### config.mk
export PLATFORM = sky130hd
export DESIGN_NAME = rf_wb_arbiter
export DESIGN_NICKNAME = d
export VERILOG_FILES = /design/src/rtl/rf_wb_arbiter.sv
export SDC_FILE = /design/constraint.sdc
export NUM_CORES = 1
export LEC_CHECK = 0
export ABC_AREA = 0
export CAP_MARGIN = 20
export CORE_MARGIN = 10
export CORE_UTILIZATION = 42
export DETAILED_ROUTE_END_ITERATION = 12
export GPL_ROUTABILITY_DRIVEN = 1
export MAX_ROUTING_LAYER = met4
export PLACE_DENSITY = 0.91
export SLEW_MARGIN = 20
export SYNTH_ARGS = -nofsm -noshare
export SYNTH_HDL_FRONTEND = slang
export SYNTH_SLANG_ARGS = --single-unit
### constraint.sdc
create_clock -name clk -period 8.5 [get_ports clk]
set_input_delay 2.55 -clock clk [delete_from_list [all_inputs] [get_ports clk]]
set_output_delay 2.55 -clock clk [all_outputs]
set_load 0.03 [all_outputs]
### src/rtl/rf_wb_arbiter.sv
// Two-requester register-file writeback arbiter with round-robin on contention,
// one-cycle registered write port, in-flight hazard flag and a saturating conflict counter.
module rf_wb_arbiter #(
  parameter int N  = 32,
  parameter int CW = 16
) (
  input  logic          clk,
  input  logic          reset,
  input  logic          v0,
  input  logic [4:0]    a0,
  input  logic [N-1:0]  d0,
  output logic          r0,
  input  logic          v1,
  input  logic [4:0]    a1,
  input  logic [N-1:0]  d1,
  output logic          r1,
  output logic          we3,
  output logic [4:0]    wa3,
  output logic [N-1:0]  wd3,
  input  logic [4:0]    chka,
  output logic          pend,
  output logic [CW-1:0] conflicts
);

  logic         lp_r;
  logic         contested_s;
  logic         xfer_s;
  logic [4:0]   xa_s;
  logic [N-1:0] xd_s;

  // Grant selection: lp_r holds the winner of the last contested cycle, so the other side wins next.
  always_comb begin
    r0          = 1'b0;
    r1          = 1'b0;
    contested_s = 1'b0;
    if (reset) begin
      r0          = 1'b0;
      r1          = 1'b0;
      contested_s = 1'b0;
    end else if (v0 && v1) begin
      contested_s = 1'b1;
      r0          = lp_r;
      r1          = ~lp_r;
    end else begin
      r0 = v0;
      r1 = v1;
    end
  end

  // Mux the accepted request onto the internal transfer bus.
  always_comb begin
    xfer_s = r0 | r1;
    xa_s   = 5'd0;
    xd_s   = {N{1'b0}};
    if (r1) begin
      xa_s = a1;
      xd_s = d1;
    end else if (r0) begin
      xa_s = a0;
      xd_s = d0;
    end else begin
      xa_s = 5'd0;
      xd_s = {N{1'b0}};
    end
  end

  // Hazard flag: write already on the port or being accepted right now; x0 never counts.
  always_comb begin
    pend = 1'b0;
    if (chka != 5'd0) begin
      pend = (we3 && (wa3 == chka)) || (xfer_s && (xa_s == chka));
    end else begin
      pend = 1'b0;
    end
  end

  // Registered write port, round-robin pointer and saturating conflict counter.
  always_ff @(posedge clk or posedge reset) begin
    if (reset) begin
      we3       <= 1'b0;
      wa3       <= 5'd0;
      wd3       <= {N{1'b0}};
      lp_r      <= 1'b0;
      conflicts <= {CW{1'b0}};
    end else begin
      we3 <= xfer_s && (xa_s != 5'd0);
      if (xfer_s) begin
        wa3 <= xa_s;
        wd3 <= xd_s;
      end
      if (contested_s) begin
        lp_r <= r1;
        if (conflicts != {CW{1'b1}}) begin
          conflicts <= conflicts + {{(CW-1){1'b0}}, 1'b1};
        end
      end
    end
  end

endmodule

# Word level (Yosys, flattened, before mapping)
# Cells that the tools add are included.
[word_totals]
regBits = 55
latch_bits = 0
mem_bits_rw = 0
rom_bits = 0
inputBits = 83
out_inout_bits = 57
memories = 0
[op_classes]
add_sub_neg = 1
mul = 0
div_mod_pow = 0
order_cmp = 0
eq_ne = 3
n_shift = 0
n_mux = 11
bitwise = 2
reduce_logical = 8
[op_table]
columns = ["operator", "count"]
rows = [
  ["2-to-1 mux 32 bit", 2],
  ["adder 16 x 1 -> 16 bit, second input constant", 1],
  ["!= test 16 bit, second input constant", 1],
  ["== test 5 bit", 2],
  ["2-to-1 mux 5 bit", 2],
  ["nonzero test 5 bit", 2],
  ["2-to-1 mux 1 bit", 7],
  ["logical AND 1 bit", 4],
  ["AND reduction 2 bit", 1],
  ["logical OR 1 bit", 1],
  ["inverter 1 bit", 1],
  ["bitwise OR 1 bit", 1],
]

# Depth between registers and ports, before layout
[logic_depth]
depth_word = 9
ltp_mapped = 8
mapped_depth_nobuf = 7

# Worst setup path before layout
# OpenSTA, ideal clock, no wires.
[synth_path]
kind = "input-to-output"
startpoint = "input reset"
endpoint = "output pend"
arrival_time_ns = 5.108
t_required_ns = 5.950
slack_ns = 0.842
cell_stages = 7
path_buffers = 1
cell_sequence = "inv_1 -> and3_4 -> buf_6 -> a22o_1 -> xnor2_1 -> nand4_1 -> a21oi_1"
[synth_via]
elab_chain_len = 7
elab_cells_between_ends = 9
[synth_lines]
columns = ["element", "line_no", "source"]
rows = [
  ["start: declaration", "8", "input logic reset,"],
  ["2-to-1 mux 1 bit", "36", "if (reset) begin"],
  ["2-to-1 mux 5 bit", "58", "end else if (r0) begin"],
  ["2-to-1 mux 5 bit", "55", "if (r1) begin"],
  ["== test 5 bit", "71", "pend = (we3 && (wa3 == chka)) || (xfer_s && (xa_s == chka));"],
  ["logical AND 1 bit *", "71", ""],
  ["logical OR 1 bit *", "71", ""],
  ["2-to-1 mux 1 bit *", "70", "if (chka != 5'd0) begin"],
  ["end: declaration", "21", "output logic pend,"],
]
# Mark *: on every way between the ends. The rest lies on a longest branch, timed or not.

# Worst setup path after layout
[layout_path]
startpoint = "input v0"
endpoint = "output pend"
[layout_via]
elab_chain_len = 9
elab_cells_between_ends = 12
[layout_lines]
columns = ["element", "line_no", "source"]
rows = [
  ["start: declaration", "9", "input logic v0,"],
  ["logical AND 1 bit", "40", "end else if (v0 && v1) begin"],
  ["2-to-1 mux 1 bit", "40", ""],
  ["2-to-1 mux 1 bit", "36", ""],
  ["2-to-1 mux 5 bit", "58", ""],
  ["2-to-1 mux 5 bit", "55", ""],
  ["== test 5 bit", "71", ""],
  ["logical AND 1 bit *", "71", ""],
  ["logical OR 1 bit *", "71", ""],
  ["2-to-1 mux 1 bit *", "70", ""],
]
# Marked as above.

==> flow_metrics.py <==
metrics = {
    "clock_tree": {
        "cts_sinks": 55,
        "cts_resized": 0,
        "htreeDepth": 2,
        "clk_path_buf_depth": 2,
        "cts_setup_buffers": 0,
        "clock_latency_ns": 0.29,
        "numCtsBuffers": 5,
        "cts_root_buf": "clkbuf_8",
        "postCtsHoldBufs": 0,
        "cts_tree": "yes",
        "cts.clk_slew.worst_paths_ns": 0.09,
    },
    "detailed_routing": {
        "dr.pass1.iters": 7,
        "routed_via_density": 5.43,
        "drtIter0Drc": 191,
        "vias": 2375,
        "drcViolationCount": 0,
        "drt_wl_total_um": 8260,
        "wl_per_cell_um": 18.9,
        "ant_nets": 0,
    },
    "setup_path": {
        "startpoint_type": "input port",
        "reg2reg_slack_ns": 6.71,
        "cp_cell_sequence": "clkdlybuf4s50_1 -> a21boi_2 -> and2_1 -> a22o_1 -> xnor2_1 -> nand4_1 -> a21oi_1 -> clkdlybuf4s50_1",
        "slowest_stage": "clkdlybuf4s50_1",
        "cp-end-kind": "output pin",
        "path_common_cell": "clkdlybuf4s50_1",
        "critical-path-max-stage-delay_ns": 0.70,
        "path_class": "input port to output pin",
        "crit_fanout": 8,
        "worstPathArrival_ns": 4.93,
        "required_ns": 5.95,
    },
    "cells_and_area": {
        "diodes": 0,
        "drive_gt1_share_pct": 8.01,
        "nNetsFinal": 445,
        "syn2layout_area_growth_pct": 61.9,
    },
    "timing": {
        "hold_viol_final": 0,
        "worst_pin_slew_ns": 0.410,
        "finalCriticalPeriod_ns": 7.48,
        "post-route-period-util_pct": 88.0,
        "finalSetupViolCount": 0,
        "slew_violations": 0,
        "setup_slack_ns": 1.02,
        "setup_total_negative_slack_ns": 0,
        "finClkSkew_ns": 0.00514,
        "rsz0062_at_grt": "false",
        "max_slew_margin_pct": 72.7,
        "fmax_mhz": 134,
    },
    "global_route": {
        "grtUsageTotal_pct": 17.0,
        "antenna_found_initial": 0,
        "grt_pass1_vias": 2456,
        "grt_start_max_net_pins": 38,
        "grt_overflow": 0,
        "grt_pass1_wl_um": 13200,
    },
    "min_path": {
        "hp-class": "flip-flop to flip-flop",
    },
    "synth": {
        "yosys-top-cells-area": "dfrtp_1, a222oi_1, xnor2_1, inv_1, xor2_1",
        "synthCells": 222,
        "ys_types": 35,
        "yosysTopAreaCell": "dfrtp_1",
        "synth_fp_nets": 306,
        "synth_edf_count": 0,
        "syn_area_mm2": 0.00256,
        "synth_seq_cells": 55,
        "yosysMostFrequentCell": "dfrtp_1",
        "async_flop_share_pct": 100,
        "avgSynthCellArea_um2": 11.5,
        "synth.top_cells.by_count": "dfrtp_1, inv_1, a222oi_1",
        "synthFlopType": "dfrtp_1",
        "synth_top_area_share_pct": 53.8,
        "yosysWarnings": 0,
        "ys_seq_area_share_pct": 53.8,
    },
    "status": {
        "run_status": "complete, no violations",
    },
    "placed_design": {
        "port_buffers": 139,
        "dpl_worst_slack_ns": 1.05,
        "dpl.hpwl_um": 6440,
        "gp_congestion": 0.917,
    },
    "floorplan": {
        "io_pins": 140,
        "die_height_um": 98.1,
        "rows": 28,
        "core_mm2": 0.00592,
        "die_area_mm2": 0.00962,
        "initial_core_util_pct": 43.2,
        "die_w_um": 98.1,
    },
    "pwr": {
        "powerDensity_mw_per_mm2": 219,
        "power_leakage_uw": 0.00185,
        "ir_worst_vdd_v": 0.000203,
    },
    "run": {
        "max_cap_violations": 0,
    },
}
-- cell families after synthesis --
kind of cell    after synthesis  synth area share, %
fa+ha+maj                     1                0.489
xor+xnor                     27                 9.24
compound gates               49                 18.5
simple gates                 43                 10.2
flops                        55                 53.8
buf+inv                      46                 7.33
mux                           1                0.440
-- state kept, by name, indices dropped and copies added, names as in the netlist --
signal,flops
conflicts,16
wd3,32
wa3,5
lp_r,1
we3,1
-- power breakdown --
| group | switching (uW) | leakage (uW) | internal [uW] | total (uW) |
|---|---|---|---|---|
| clock network | 80.5 | 0.0000612 | 95.4 | 176 |
| registers | 44.2 | 0.000694 | 314 | 359 |
| logic | 200 | 0.00110 | 173 | 374 |
-- metal layers --
| layer | vias up | track usage [%] | part of all wire, % |
|---|---|---|---|
| li1 | 1104 | - | - |
| met2 | 125 | 27.0 | 49 |
| met5 | - | - | 0 |
| met1 | 1140 | 20.8 | 42 |
| met3 | 6 | 5.57 | 8.6 |
| met4 | 0 | 3.02 | 0.85 |
-- path summary, 6_finish.rpt --
path                               from            to  depth (start not counted)
max                                  v0          pend                          8
min                             wd3[10]       wd3[10]                          2
max reg2reg                conflicts[0]  conflicts[6]                          6
min reg2reg                     wd3[10]       wd3[10]                          2
max in group asynchronous         reset       wd3[29]                          3
min in group asynchronous         reset           we3                          3
-- per-stage QoR --
step                      instances  util, %  power, uW  area [um^2]  hold WS [ns]
after detailed placement        429     68.0        740         4030         0.474
after global placement          429     68.0        731         4030         0.469
after floorplan                 222        -        561         2560         0.478
after CTS                       437     70.0        919         4140         0.497
after global routing            437     70.0        961         4140         0.527
final                           437     70.0        908         4140         0.496
-- placed cells by master, fill, tap and decap left out, types with 3 or more instances in the layout --
cell               n
clkdlybuf4s50_1  139
dfrtp_1           55
inv_1             33
a222oi_1          32
xnor2_1           18
xor2_1             9
nor2_1             7
nand4_1            7
nand3_1            6
clkbuf_8           6
a21o_1             5
nand2_1            5
buf_4              5
a32oi_1            4
nor3_1             3
-- layout make-up --
type | instances | area, um^2
Clock buffer | 6 | 82.6
Timing Repair Buffer | 144 | 1430
Multi-Input combinational cell | 121 | 1000
Sequential cell | 55 | 1380
Fill cell | 417 | 1780
Tap cell | 75 | 93.8
Inverter | 34 | 128
Clock inverter | 2 | 35.0
-- worst max-delay path: cells and delay by family --
kind / cells / cell delay, ns
xor+xnor: 1 / 0.13
buf+inv: 2 / 1.28
compound gates: 3 / 0.65
simple gates: 2 / 0.32
Power figures use the tool's default switching activity.
